==> config.mk <==
export PLATFORM = sky130hd
export DESIGN_NAME = trafik_isik_monitor
export DESIGN_NICKNAME = d
export VERILOG_FILES = /design/src/rtl/trafik_pkg.sv /design/src/rtl/tick_prescaler.sv /design/src/rtl/trafik_isik_monitor.sv
export SDC_FILE = /design/constraint.sdc
export NUM_CORES = 1
export LEC_CHECK = 0
export ABC_AREA = 1
export BUFFER_PORTS_ARGS = -buffer_cell sky130_fd_sc_hd__buf_2
export CAP_MARGIN = 25
export CORE_UTILIZATION = 50
export CTS_BUF_LIST = sky130_fd_sc_hd__clkbuf_4 sky130_fd_sc_hd__clkbuf_8
export CTS_CLUSTER_SIZE = 28
export DETAILED_ROUTE_END_ITERATION = 16
export PLACE_DENSITY = 0.8
export SLEW_MARGIN = 5
export SYNTH_ARGS = -nofsm -noshare
export SYNTH_HDL_FRONTEND = slang
export SYNTH_SLANG_ARGS = --single-unit
==> constraint.sdc <==
create_clock -name clk -period 6.4 [get_ports clk]
set_input_delay 0.64 -clock clk [delete_from_list [all_inputs] [get_ports clk]]
set_output_delay 0.64 -clock clk [all_outputs]
set_load 0.1 [all_outputs]
==> src/rtl/trafik_pkg.sv <==
// Shared traffic-light definitions: phase encoding, LED bus patterns and the
// decode/sequence helpers used by both the controller and its monitor.
package trafik_pkg;

  typedef enum logic [1:0] {
    PH_NONE = 2'd0,
    PH_RED  = 2'd1,
    PH_YEL  = 2'd2,
    PH_GRN  = 2'd3
  } phase_t;

  localparam logic [5:0] PAT_RED = 6'b111100;
  localparam logic [5:0] PAT_YEL = 6'b110011;
  localparam logic [5:0] PAT_GRN = 6'b001111;

  // Any bus value other than the three legal patterns decodes to PH_NONE.
  function automatic phase_t pat2phase(input logic [5:0] pat);
    phase_t ph;
    case (pat)
      PAT_RED: ph = PH_RED;
      PAT_YEL: ph = PH_YEL;
      PAT_GRN: ph = PH_GRN;
      default: ph = PH_NONE;
    endcase
    return ph;
  endfunction

  function automatic phase_t next_phase(input phase_t ph);
    phase_t nx;
    case (ph)
      PH_RED:  nx = PH_YEL;
      PH_YEL:  nx = PH_GRN;
      PH_GRN:  nx = PH_RED;
      default: nx = PH_NONE;
    endcase
    return nx;
  endfunction

endpackage

==> src/rtl/tick_prescaler.sv <==
// Free-running divider: one-cycle tick every DIV clocks, restartable so the
// next tick lands exactly DIV cycles after a restart.
module tick_prescaler #(
  parameter int unsigned DIV = 13_500_000
) (
  input  logic clk,
  input  logic rst,
  input  logic restart,
  output logic tick
);

  localparam int unsigned CW = (DIV > 1) ? $clog2(DIV) : 1;
  localparam logic [CW-1:0] LAST = CW'(DIV - 1);

  logic [CW-1:0] cnt_q, cnt_d;

  assign tick = (cnt_q == LAST);

  always_comb begin
    cnt_d = cnt_q + 1'b1;
    if (restart || cnt_q == LAST) cnt_d = '0;
  end

  always_ff @(posedge clk or negedge rst) begin
    if (!rst) cnt_q <= '0;
    else      cnt_q <= cnt_d;
  end

endmodule

==> src/rtl/trafik_isik_monitor.sv <==
// Passive watchdog on the traffic-light LED bus: decodes the phase, times each
// phase in ticks and raises sticky pattern/sequence/duration faults.
module trafik_isik_monitor
  import trafik_pkg::*;
#(
  parameter int unsigned TICK_DIV  = 13_500_000,
  parameter int unsigned RED_TICKS = 20,
  parameter int unsigned YEL_TICKS = 4,
  parameter int unsigned GRN_TICKS = 11,
  parameter int unsigned TOL       = 1,
  parameter int unsigned DUR_W     = 8
) (
  input  logic             clk,
  input  logic             rst,
  input  logic [5:0]       led_in,
  input  logic             clr_err,
  output logic [1:0]       phase,
  output logic             phase_chg,
  output logic [DUR_W-1:0] last_dur,
  output logic             locked,
  output logic             err_pat,
  output logic             err_seq,
  output logic             err_dur,
  output logic             fault
);

  typedef enum logic {ST_SYNC, ST_RUN} state_t;

  state_t           state_q, state_d;
  phase_t           phase_q, phase_d;
  logic             phase_chg_q, phase_chg_d;
  logic [DUR_W-1:0] last_dur_q, last_dur_d;
  logic             locked_q, locked_d;
  logic             err_pat_q, err_pat_d;
  logic             err_seq_q, err_seq_d;
  logic             err_dur_q, err_dur_d;
  logic             fault_q, fault_d;
  logic [DUR_W-1:0] dur_q, dur_d;
  logic             ovr_q, ovr_d;

  logic             tick, restart;
  phase_t           in_ph;
  logic [DUR_W-1:0] dur_inc;
  logic [DUR_W:0]   dur_x, exp_cur, tol_x, hi, lo;
  logic             set_pat, set_seq, set_dur;

  function automatic logic [DUR_W:0] exp_ticks(input phase_t ph);
    logic [DUR_W:0] e;
    case (ph)
      PH_RED:  e = (DUR_W+1)'(RED_TICKS);
      PH_YEL:  e = (DUR_W+1)'(YEL_TICKS);
      PH_GRN:  e = (DUR_W+1)'(GRN_TICKS);
      default: e = '0;
    endcase
    return e;
  endfunction

  tick_prescaler #(.DIV(TICK_DIV)) u_tick (
    .clk     (clk),
    .rst     (rst),
    .restart (restart),
    .tick    (tick)
  );

  always_comb begin
    in_ph   = pat2phase(led_in);
    // Include a tick landing this cycle so the count covers every full tick elapsed.
    dur_inc = (&dur_q) ? dur_q : dur_q + DUR_W'(tick);
    dur_x   = {1'b0, dur_inc};
    exp_cur = exp_ticks(phase_q);
    tol_x   = (DUR_W+1)'(TOL);
    hi      = exp_cur + tol_x;
    lo      = (exp_cur > tol_x) ? exp_cur - tol_x : '0;

    state_d     = state_q;
    phase_d     = phase_q;
    phase_chg_d = 1'b0;
    last_dur_d  = last_dur_q;
    locked_d    = locked_q;
    dur_d       = dur_inc;
    ovr_d       = ovr_q;
    restart     = 1'b0;
    set_pat     = 1'b0;
    set_seq     = 1'b0;
    set_dur     = 1'b0;

    if (in_ph == PH_NONE) begin
      set_pat  = 1'b1;
      phase_d  = PH_NONE;
      locked_d = 1'b0;
      state_d  = ST_SYNC;
      restart  = 1'b1;
      dur_d    = '0;
      ovr_d    = 1'b0;
    end else if (phase_q == PH_NONE) begin
      phase_d = in_ph;
      restart = 1'b1;
      dur_d   = '0;
      ovr_d   = 1'b0;
    end else if (in_ph != phase_q) begin
      phase_d     = in_ph;
      phase_chg_d = 1'b1;
      last_dur_d  = dur_inc;
      restart     = 1'b1;
      dur_d       = '0;
      ovr_d       = 1'b0;
      if (state_q == ST_SYNC) begin
        state_d  = ST_RUN;
        locked_d = 1'b1;
      end else begin
        if (in_ph != next_phase(phase_q)) set_seq = 1'b1;
        // A phase already flagged as overrun is not flagged again when it ends.
        if (!ovr_q && (dur_x < lo || dur_x > hi)) set_dur = 1'b1;
      end
    end else if (state_q == ST_RUN && !ovr_q && tick && dur_x == hi + 1'b1) begin
      set_dur = 1'b1;
      ovr_d   = 1'b1;
    end

    err_pat_d = (err_pat_q & ~clr_err) | set_pat;
    err_seq_d = (err_seq_q & ~clr_err) | set_seq;
    err_dur_d = (err_dur_q & ~clr_err) | set_dur;
    fault_d   = err_pat_q | err_seq_q | err_dur_q;
  end

  always_ff @(posedge clk or negedge rst) begin
    if (!rst) begin
      state_q     <= ST_SYNC;
      phase_q     <= PH_NONE;
      phase_chg_q <= 1'b0;
      last_dur_q  <= '0;
      locked_q    <= 1'b0;
      err_pat_q   <= 1'b0;
      err_seq_q   <= 1'b0;
      err_dur_q   <= 1'b0;
      fault_q     <= 1'b0;
      dur_q       <= '0;
      ovr_q       <= 1'b0;
    end else begin
      state_q     <= state_d;
      phase_q     <= phase_d;
      phase_chg_q <= phase_chg_d;
      last_dur_q  <= last_dur_d;
      locked_q    <= locked_d;
      err_pat_q   <= err_pat_d;
      err_seq_q   <= err_seq_d;
      err_dur_q   <= err_dur_d;
      fault_q     <= fault_d;
      dur_q       <= dur_d;
      ovr_q       <= ovr_d;
    end
  end

  assign phase     = phase_q;
  assign phase_chg = phase_chg_q;
  assign last_dur  = last_dur_q;
  assign locked    = locked_q;
  assign err_pat   = err_pat_q;
  assign err_seq   = err_seq_q;
  assign err_dur   = err_dur_q;
  assign fault     = fault_q;

endmodule

==> qor.csv <==
stage;metric;value;unit
run_status;outcome;complete, no violations;
clock_tree;clk slew on worst S/H paths;0.09;ns
flow_run;number of max-cap violations;0;
grt;vias in the first global route;2440;
detailed_routing;DR DRC count;0;
clock_tree;H-Tree Depth;2;
detailed_routing;Vias;2506;
clock_tree;clock root buffer;clkbuf_8;
synthesis;Cell Area, Synth;2960;sq um
die;Ports;25;
worst_setup_path;Critical Path Most Common Cell;nand2_1;
synthesis;Synth Area in Compound Gates;0.0622;
synthesis;YS warnings;0;
synthesis;register bit total from synthesis;50;
sta;Worst-Margin Slew;0.565;ns
power_and_ir_drop;Internal;0.439;mW
sta;f_max;0.308;GHz
die;die width;78.9;um
grt;first-pass GRT wire length;10.6;mm
synthesis;largest family of logic cells by synthesized area;simple AND/OR/NAND/NOR gates;
sta;Hold Violations, Final;0;
synthesis;Synth top area share;0.423;
die;row count;27;
sta;clock skew;0.00457;ns
layout;layout cells sized above 1;0.162;
sta;setup violators final;0;
worst_setup_path;critical setup path kind;reg -> reg;
sta;final worst-path cycle share;0.507;
worst_setup_path;CP arrival;3.45;ns
placement;post-placement cell count;460;
synthesis;Post-Synth XOR/XNOR Area;0.0436;
clock_tree;number of buffers created by CTS;5;
synthesis;Area contributors post-synth;dfrtp_1, nand2_1, ha_1;
clock_tree;CTS sink count;50;
die;Die Area;6230;sq um
sta;setup ws final;3.15;ns
hold_path;Tightest Hold Check Type;in -> async;
worst_setup_path;Largest delay share family, worst path;simple AND/OR/NAND/NOR gates;
layout;register area;1250;sq um
detailed_routing;drt pass-1 iters;4;
sta;slew margin rel.;0.623;
worst_setup_path;critical path peak fanout;4;
power_and_ir_drop;Clock power frac;0.390;
placement;Final Wtd Congestion;0.851;
die;core area;5610;sq um
synthesis;Syn Inst Count;367;
power_and_ir_drop;Comb pwr share;0.051;
layout;multi-input logic area;1530;sq um
synthesis;ys async rst share;1.00;
placement;PortBufs;24;
placement;DP Wirelength;4.59;mm
synthesis;Syn Nets;395;
synthesis;Synth Area per Inst;8.06;sq um
clock_tree;Skew-Pair Late Insertion Delay;0.30;ns
die;Initial Utilization;0.528;
detailed_routing;Post-Route WL;6.10;mm
die;Die Ht;78.9;um
clock_tree;Max Buffers Root-to-Sink;2;
layout;Diodes inserted;0;
grt;total grt overflow;0;
worst_setup_path;WP data required;6.60;ns
layout;Final #Nets;423;
clock_tree;CTS tree;done;
power_and_ir_drop;Sw Pwr;0.128;mW
power_and_ir_drop;Seq pwr share;0.559;
synthesis;EDFF count, synth;0;
grt;initial antenna violation count;0;
layout;Finished Cell Area;3270;sq um
synthesis;mux cell area share after synthesis;0;
sta;max-slew violations;0;
worst_setup_path;Max stage delay cell, worst path;dfrtp_1;
detailed_routing;WL/cell;13.0;um
worst_setup_path;crit-path cells;ha_1 -> nand2_1 -> nor2_2 -> nand3_1 -> nor2_1 -> ha_1 -> ha_1 -> nand3_1 -> xor2_1 -> nand2_1 -> ha_1 -> nand2_1 -> inv_1 -> nand2_1 -> inv_1 -> nand2_1 -> nand2_1 -> nand2_1 -> nand2_1 -> nand2_1 -> nand2_1 -> nand2_1 -> nand2_1;
sta;post-layout min period;3.25;ns
worst_setup_path;crit path capture type;flop;
layout;fin cells;468;
synthesis;sequential area share after synthesis;0.423;
clock_tree;hold_buf cts;0;
layout;Filler cells;534;
detailed_routing;antenna-violating nets left;0;
clock_tree;Post-CTS Resized;0;
synthesis;Synth Flop Type;dfrtp_1;
power_and_ir_drop;Worst VDD drop;0.105;mV
detailed_routing;initial drt markers;134;
layout;area growth from synthesis to layout;10.6;%
grt;pin count of the biggest net entering global routing;28;
power_and_ir_drop;LEAKAGE;1.56;nW
synthesis;Synth cell types;31;
synthesis;cell taking the most area after synthesis;dfrtp_1;
sta;RSZ-0062 raised after global routing;false;
synthesis;area share of fa/ha/maj cells after synthesis;0.0803;
synthesis;Simple-Gate Fraction of Synth Area;0.328;
worst_setup_path;crit path launch type;flop;
clock_tree;Post-CTS Setup Bufs;0;
sta;Final TNS setup;0;ns
placement;placed cell area;3160;sq um
worst_setup_path;CP max stage delay;0.40;ns
detailed_routing;vias per cell;5.35;
grt;All-Layer GR Usage;0.219;
power_and_ir_drop;sw frac;0.225;
worst_setup_path;WP buf/inv;2;
placement;Place WS;3.22;ns
power_and_ir_drop;PwrDens;173;nW/um^2
## cell families (layout without fill, tap and decap cells)
logic type,Yosys count,after routing
and+or+nand+nor,203,203
DFF,50,50
buffers and inverters,46,75
AOI/OAI and AO/OA,35,35
adders and majority gates,19,19
xor gates and xnor gates,13,13
other,1,1
## state kept, by name, summed over array words and instances, names as in the netlist
name,cells
err_seq,1
err_pat,1
last_dur,8
state_q,1
err_dur,1
u_tick.cnt_q,24
phase,2
dur_q,8
phase_chg,1
fault,1
locked,1
ovr_q,1
## cells in the mapped netlist, types with 4 or more instances
cell,n
nor2_2,9
o21ai_0,12
inv_2,4
nand2_2,4
a31oi_1,4
dfrtp_1,50
nand3_1,27
nand4_1,6
xnor2_1,4
inv_1,38
a21oi_1,16
nor3_1,7
nor2_1,51
nand2_1,80
nor3b_1,6
xor2_1,7
ha_1,19
## through the flow
step / total power [mW] / util / hold WS, ns
2_1_floorplan: 0.339 / - / 0.344
3_3_place_gp: 0.351 / 0.561 / 0.452
3_5_place_dp: 0.353 / 0.564 / 0.464
4_1_cts: 0.570 / 0.584 / 0.332
5_1_grt: 0.589 / 0.584 / 0.352
6_report: 0.567 / 0.584 / 0.317
## area by class of cell
| type | instances | area share |
|---|---|---|
| repair buffers | 25 | 0.0428 |
| clock buffers | 5 | 0.0210 |
| clock inverters | 3 | 0.0122 |
| well taps | 72 | 0.0275 |
| multi-input cells | 271 | 0.466 |
| flip-flops and latches | 50 | 0.382 |
| inverters | 42 | 0.0482 |
## routing by layer
metal / routed length (um) / vias up / global-route usage
met2: 3000 / 62 / 0.375
li1: - / 1230 / -
met5: 0 / - / 0
met3: 279 / 11 / 0.0402
met4: 98 / 0 / 0.0764
met1: 2730 / 1203 / 0.278
## worst paths after layout
check                                   to  slack, ns  cells past startpoint             from
hold / removal                    phase[1]       0.32                      1              rst
min in group clk           u_tick.cnt_q[0]       0.48                      1  u_tick.cnt_q[0]
setup reg to reg                   err_dur       3.15                     23  u_tick.cnt_q[0]
setup / recovery                   err_dur       3.15                     23  u_tick.cnt_q[0]
max in group asynchronous  u_tick.cnt_q[1]       5.55                      2              rst
hold reg to reg            u_tick.cnt_q[0]       0.48                      1  u_tick.cnt_q[0]
## power by group through the flow
stage | Clock, mW | Sequential (mW) | Combinational (mW)
after floorplan | 0 | 0.330 | 0.00979
after global placement | 0 | 0.323 | 0.0273
after detailed placement | 0 | 0.323 | 0.0295
after CTS | 0.223 | 0.317 | 0.0296
after global routing | 0.239 | 0.317 | 0.0328
final | 0.221 | 0.317 | 0.0289
## layout by cell type (no fill, tap or decap)
cell | netlist | layout
dfrtp_1 | 50 | 50
a21boi_0 | 1 | 1
buf_12 | 0 | 1
buf_2 | 2 | 24
nor2_2 | 9 | 9
nor3_2 | 2 | 2
o22ai_1 | 1 | 1
clkinv_2 | 0 | 2
and3_1 | 1 | 1
nor3_1 | 7 | 7
nand2_1 | 80 | 80
nor2_4 | 3 | 3
or2_2 | 1 | 1
nand2_2 | 4 | 4
inv_2 | 4 | 4
a21oi_1 | 16 | 16
o21ai_0 | 12 | 12
bufinv_16 | 0 | 1
nand3_1 | 27 | 27
conb_1 | 1 | 1
nor2_1 | 51 | 51
xnor2_1 | 4 | 4
a31oi_1 | 4 | 4
ha_1 | 19 | 19
xor2_1 | 7 | 7
xor2_2 | 2 | 2
nand3_2 | 3 | 3
nand4_1 | 6 | 6
inv_1 | 38 | 38
nor3b_1 | 6 | 6
o21ai_1 | 1 | 1
nor3_4 | 3 | 3
clkbuf_8 | 0 | 5
(Power assumes the default switching activity.)
